File: src/rtl/imem_arbiter.sv
// imem_arbiter
// Single-port instruction-memory arbiter between the fetch stage (f_*), the
// watermark extraction reader (w_*) and a synchronous-read instruction memory.
// Each cycle at most one requester is granted. The grant drives mem_addr, and
// the one-cycle-latency read data returns to the owner with a valid strobe.
// Fetch has priority.
//
// Optional feature: define IMEM_ARB_AGING_EN to build the aging counter. While
// the watermark is refused, the counter counts up to MAX_WAIT. When it reaches
// MAX_WAIT, the watermark wins one grant even under fetch contention.
//
// Ports
//   clk, rst          clock, synchronous active-high reset
//   f_req/f_addr      fetch request and word address (held until f_gnt)
//   f_gnt             fetch granted this cycle (combinational)
//   f_valid/f_data    fetch read data, one cycle after f_gnt
//   w_req/w_addr      watermark request and word address (held until w_gnt)
//   w_gnt             watermark granted this cycle (combinational)
//   w_valid/w_data    watermark read data, one cycle after w_gnt
//   mem_addr          word index to the memory (holds the last issued index)
//   mem_data          registered memory output
module imem_arbiter #(
  parameter int ADDR_W   = 7,
  parameter int MAX_WAIT = 8
) (
  input  logic              clk,
  input  logic              rst,
  input  logic              f_req,
  input  logic [31:0]       f_addr,
  output logic              f_gnt,
  output logic              f_valid,
  output logic [31:0]       f_data,
  input  logic              w_req,
  input  logic [31:0]       w_addr,
  output logic              w_gnt,
  output logic              w_valid,
  output logic [31:0]       w_data,
  output logic [ADDR_W-1:0] mem_addr,
  input  logic [31:0]       mem_data
);

  typedef enum logic [1:0] {
    OWN_NONE  = 2'd0,
    OWN_FETCH = 2'd1,
    OWN_WM    = 2'd2
  } owner_e;

  owner_e            owner_q, owner_d;
  logic [ADDR_W-1:0] mem_addr_q, mem_addr_d;
  logic              age_flag;

`ifdef IMEM_ARB_AGING_EN
  localparam logic [7:0] AGE_MAX = 8'(MAX_WAIT);

  logic [7:0] age_q, age_d;

  assign age_flag = (age_q == AGE_MAX);

  // The counter restarts whenever the watermark is served or withdraws. It
  // saturates so the override flag stays up until a grant actually occurs.
  always_comb begin
    age_d = age_q;
    if (!w_req || w_gnt)
      age_d = 8'd0;
    else if (age_q != AGE_MAX)
      age_d = age_q + 8'd1;
  end

  always_ff @(posedge clk) begin
    if (rst) age_q <= 8'd0;
    else     age_q <= age_d;
  end

  logic unused_addr_hi;
  assign unused_addr_hi = ^{f_addr[31:ADDR_W], w_addr[31:ADDR_W]};
`else
  // Strict fetch priority. MAX_WAIT has no effect in this build.
  assign age_flag = 1'b0;

  logic unused_addr_hi;
  assign unused_addr_hi = ^{f_addr[31:ADDR_W], w_addr[31:ADDR_W], 8'(MAX_WAIT)};
`endif

  // Grant: fetch wins unless the aged watermark is also asking.
  always_comb begin
    f_gnt = 1'b0;
    w_gnt = 1'b0;
    if (!rst) begin
      if (f_req && !(w_req && age_flag))
        f_gnt = 1'b1;
      else if (w_req)
        w_gnt = 1'b1;
    end
  end

  // With no grant, the address bus parks on the last issued index.
  always_comb begin
    mem_addr_d = mem_addr_q;
    if (f_gnt)
      mem_addr_d = f_addr[ADDR_W-1:0];
    else if (w_gnt)
      mem_addr_d = w_addr[ADDR_W-1:0];
  end

  assign mem_addr = mem_addr_d;

  // The owner records who was granted. The memory answers one cycle later,
  // so the owner qualifies the data in that following cycle.
  always_comb begin
    owner_d = OWN_NONE;
    if (f_gnt)
      owner_d = OWN_FETCH;
    else if (w_gnt)
      owner_d = OWN_WM;
  end

  always_ff @(posedge clk) begin
    if (rst) begin
      owner_q    <= OWN_NONE;
      mem_addr_q <= '0;
    end else begin
      owner_q    <= owner_d;
      mem_addr_q <= mem_addr_d;
    end
  end

  assign f_valid = (owner_q == OWN_FETCH);
  assign w_valid = (owner_q == OWN_WM);
  assign f_data  = mem_data;
  assign w_data  = mem_data;

endmodule
File: config.mk
export PLATFORM = sky130hd
export DESIGN_NAME = imem_arbiter
export DESIGN_NICKNAME = d
export VERILOG_FILES = /design/src/rtl/imem_arbiter.sv
export SDC_FILE = /design/constraint.sdc
export NUM_CORES = 1
export LEC_CHECK = 0
export BUFFER_PORTS_ARGS = -buffer_cell sky130_fd_sc_hd__buf_2
export CORE_AREA = 3 3 67 69
export CTS_CLUSTER_DIAMETER = 50
export DETAILED_ROUTE_END_ITERATION = 8
export DIE_AREA = 0 0 70 72
export GPL_TIMING_DRIVEN = 1
export HOLD_SLACK_MARGIN = 0.1
export PLACE_DENSITY = 0.77
export SKIP_LAST_GASP = 1
export SYNTH_ARGS = -nofsm -noshare
export SYNTH_HDL_FRONTEND = slang
export SYNTH_SLANG_ARGS = --single-unit
File: constraint.sdc
create_clock -name clk -period 1.85 [get_ports clk]
set_input_delay 0.37 -clock clk [delete_from_list [all_inputs] [get_ports clk]]
set_output_delay 0.37 -clock clk [all_outputs]
set_load 0.01 [all_outputs]
# Word-level counts from Yosys, hierarchy flattened
# Index checks and enable logic that the tools add are counted.
# word_totals
output_inout_bits	75
in_bits	100
ff_bits	9
wordCells	15
# op_classes
n_reduce_logical	1
mux	9
eq_ne	2
# ops
operator	n
2-to-1 mux 7 bit	2
2-to-1 mux 1 bit	6
== test 2 x 1 -> 1 bit (second input constant)	1
== test 2 bit (second input constant)	1
2-to-1 mux 2 bit	1
OR reduction 2 bit	1

# Depth between registers and ports, before layout
# logic_depth
ltp_word	5
depth_mapped	5
ltp_nobuf	3

# Least setup slack after synthesis
# No wires, ideal clock.
# synth_path
kind	input to output
from	input port w_req
to	output port mem_addr[0]
slack_ns	0.490
cell_stages	5
arrival_ns	0.990
path_buffers	2
t_required_ns	1.480
cell_sequence	buf_6 nand2b_1 buf_4 o22ai_1 a21oi_1
# synth_via
elab_chain_cells	5
# synth_lines
element	line	source
start, declared	33	input logic w_req,
2-to-1 mux 1 bit	91	else if (w_req)
2-to-1 mux 1 bit	89	if (f_req && !(w_req && age_flag))
2-to-1 mux 1 bit	88	if (!rst) begin
2-to-1 mux 7 bit	101	else if (w_gnt)
2-to-1 mux 7 bit	99	if (f_gnt)
end, declared	38	output logic [ADDR_W-1:0] mem_addr,
# No other way between the ends.

# Worst setup path in the final report
# layout_path
from	input port rst
to	output port mem_addr[0]
# layout_via
elab_chain_cells	3
elab_cells_between_ends	4
cone_classes	mux: 4
# layout_lines
element	line	source
start, declared	27	input logic rst,
2-to-1 mux 1 bit	88	
2-to-1 mux 7 bit	101	
2-to-1 mux 7 bit *	99	
# Mark *: on every way between the ends. The rest lies on a longest branch, timed or not.

==> results by group <==
Timing
  • Slew @ Worst Pin: 0.4626 ns
  • RSZ-0062 raised after global routing: false
  • Final Setup Violations: 0
  • Hold Fails Final Rpt: 0
  • Final worst path period share: 89.14%
  • Worst Skew: 0 ns
  • Final setup TNS: 0 ns
  • Count of pins over their slew limit: 0
  • Highest clock rate: 0.6064 GHz
  • Max transition margin: 69.12%
  • Tmin final: ~1.6 ns

Yosys
  • Top-area cell type share of the netlist area: a little under half
  • Synthesized area per cell: 7.981 sq um
  • Dominant cell type by area after synthesis: buf_4
  • Seq cells post-synth: 9
  • Syn Nets: between 200 and 250
  • Synth top cells by count: buf_4, o22ai_1, dfxtp_1
  • Cell area after synthesis: 1054 sq um
  • Cells after Synth: 132
  • Seq/Total Area, Yosys: 17.10%
  • Largest cells by area after synthesis: buf_4, dfxtp_1, o22ai_1
  • Post-synth ARST share: 0%
  • Dominant synthesized flop cell: dfxtp_1
  • Post-synth cell types: 14
  • Cell with the most instances after synthesis: buf_4
  • YS warnings: 0
  • EDFF count, synth: 0

Clock tree
  • Clock Path Buffers: 2
  • Clk root buf: clkbuf_8
  • H-tree depth: 1
  • Post_cts resized: 0
  • CTS tree: yes
  • CTS buffer count: 3
  • Cts hold-fix bufs: 0
  • Post-CTS Setup Bufs: 0
  • Num Clock Sinks: 9
  • Reg clk slew, reported paths: ~0.050 ns
  • Worst-skew pair later-pin latency: 0.23 ns

Layout
  • Design Area, Final: 802.0 sq um
  • Final non-filler cell total: 148
  • Share of post-route cells with drive strength above 1: 36.73%
  • Fin util: 20.20%
  • # nets final: a little under 200
  • Area Growth Syn to Fin: -23.87%
  • Ant diodes: 0
  • Fillers: between 400 and 500

Global route
  • GRT met2 Usage: between 10% and 20%
  • Initial antenna violation count: 0
  • Total GRT Usage: about 8.6%
  • M3 GR Usage: 7.479%
  • Largest net degree at the start of global routing: 17
  • GR Layer Usage met1: 7.364%
  • Number of global-route vias before repair: 645
  • Gr ovfl total: 0
  • First-pass GRT wire length: 3298 um
  • Most Crowded Layer GR: met2

Critical path
  • CP Launch Type: input port
  • Slowest stage cell, crit path: nand2b_1
  • Worst EP arrival: 1.28 ns
  • CP most frequent cell: buf_2
  • Worst path top cell family by delay: simple AND/OR/NAND/NOR gates
  • WP data required: 1.48 ns
  • Buf/Inv on CP: 2
  • Critical Path Max Stage Delay: 0.35 ns
  • CP Capture Type: primary output
  • Crit-path max FO: 9
  • CP Class: in2out
  • Crit path cell chain: buf_2 -> nand2b_1 -> o22ai_1 -> a21oi_1 -> buf_2

Run status
  • Status: finished, final reports clean

Drt
  • Pre-antenna DRT Iters: 4
  • Wire per inst: 14.27 um
  • Post-DR vias/cell: between 4 and 5
  • Initial DRC Count: 14
  • Routed wire length: 2112 um
  • DRC Markers: 0
  • Vias: 647
  • Post-route ant nets: 0

Place
  • HPWL after detailed placement: 1699 um
  • Port bufs: 28
  • Routability Congestion: 0.6027
  • Cell count after placement: between 100 and 150
  • Area post-placement: 757.0 sq um

Power
  • Internal: 429.0 uW
  • Overall Power: 588.9 uW
  • Pwr/cell area: 734.3 nW/um^2
  • VDD IR max: 0.4088 mV
  • Clock share of power: 39.0%
  • Sequential share of power: 36.9%
  • Static leakage: 0.4383 nW
  • Net Sw Frac: a little over a quarter
  • NetSw: 159.9 uW
  • Gate power share: around a quarter

Die
  • Die width: around 70 um
  • Core area: 3971 sq um
  • Die height: approximately 72 um
  • Initial Util: 26.53%
  • # IOs: 175
  • # rows: 23
  • Area of the die: 5040 sq um

Hold path
  • Hold WC Path Type: in2reg

Flow run
  • Max-cap violation count: 0
-- registers in the layout, summed over array words and instances, names as in the netlist --
register    count
mem_addr_q      7
owner_q         2
-- routing by layer --
layer	routed length (um)	vias to the layer above	share of wire (%)
li1	-	312	-
met1	681	283	32
met2	961	37	46
met3	396	15	19
met4	73	0	3.5
met5	0	-	0
-- through the flow --
| step | worst slack (ns) | hold slack [ns] |
|---|---|---|
| after CTS | 0.1866 | 0.3360 |
| after detailed placement | 0.1835 | 0.5867 |
| after global placement | 0.1880 | 0.5911 |
| after global routing | 0.08438 | 0.3414 |
| final | 0.2008 | 0.3430 |
| after floorplan | 0.4901 | 0.4424 |
-- area by class of cell --
| class | instances | area, sq um | area share [%] |
|---|---|---|---|
| Timing Repair Buffer | 33 | 177.7 | 22.15 |
| Sequential cell | 9 | 180.2 | 22.46 |
| Inverter | 4 | 15.01 | 1.872 |
| Multi-Input combinational cell | 48 | 321.6 | 40.09 |
| Clock buffer | 4 | 45.04 | 5.616 |
| Tap cell | 50 | 62.56 | 7.800 |
-- kinds of logic (layout without fill, tap and decap cells) --
kind of cell	Yosys count	in the layout	synth area share [%]
buffers and inverters	75	41	52.37
AOI/OAI and AO/OA	28	28	18.29
and+or+nand+nor	13	13	5.582
DFF	9	9	17.10
muxes	7	7	6.651
-- power groups by stage --
| stage | sequential, mW | combinational, mW | clock (mW) |
|---|---|---|---|
| 6_report | 0.217 | 0.142 | 0.230 |
| 5_1_grt | 0.219 | 0.160 | 0.255 |
| 4_1_cts | 0.217 | 0.144 | 0.249 |
| 3_5_place_dp | 0.221 | 0.144 | 0 |
| 3_3_place_gp | 0.220 | 0.142 | 0 |
| 2_1_floorplan | 0.219 | 0.236 | 0 |
-- worst register-to-register path, delay by kind of cell, from the launching register on --
| family | cells | cell delay (ns) |
|---|---|---|
| multiplexers | 1 | 0.12 |
| AND/OR/NAND/NOR | 1 | 0.07 |
| flip-flops | 1 | 0.32 |
| AO/OA/AOI/OAI | 1 | 0.15 |
-- worst paths after layout --
| kind | from | endpoint | slack [ns] | cells after the start |
|---|---|---|---|---|
| worst max-delay path | rst | mem_addr[0] | 0.20 | 5 |
| worst min-delay path | f_req | owner_q[1]$_SDFF_PP0_ | 0.34 | 2 |
| worst max register to register | mem_addr_q[4]$_SDFF_PP0_ | mem_addr_q[4]$_SDFF_PP0_ | 1.09 | 3 |
| worst min register to register | mem_addr_q[6]$_SDFF_PP0_ | mem_addr_q[6]$_SDFF_PP0_ | 0.63 | 3 |
-- placed cells by master, fill, tap and decap left out, drive strengths merged --
cell type / synthesis / layout
clkbuf: 0 / 4
buf: 71 / 33
a21oi: 7 / 7
o22ai: 14 / 14
inv: 4 / 4
o211a: 7 / 7
nor2b: 2 / 2
nor2: 2 / 2
dfxtp: 9 / 9
nand2b: 2 / 2
mux2i: 7 / 7
nand2: 7 / 7
Note: power is estimated with default switching activity, not from simulation.
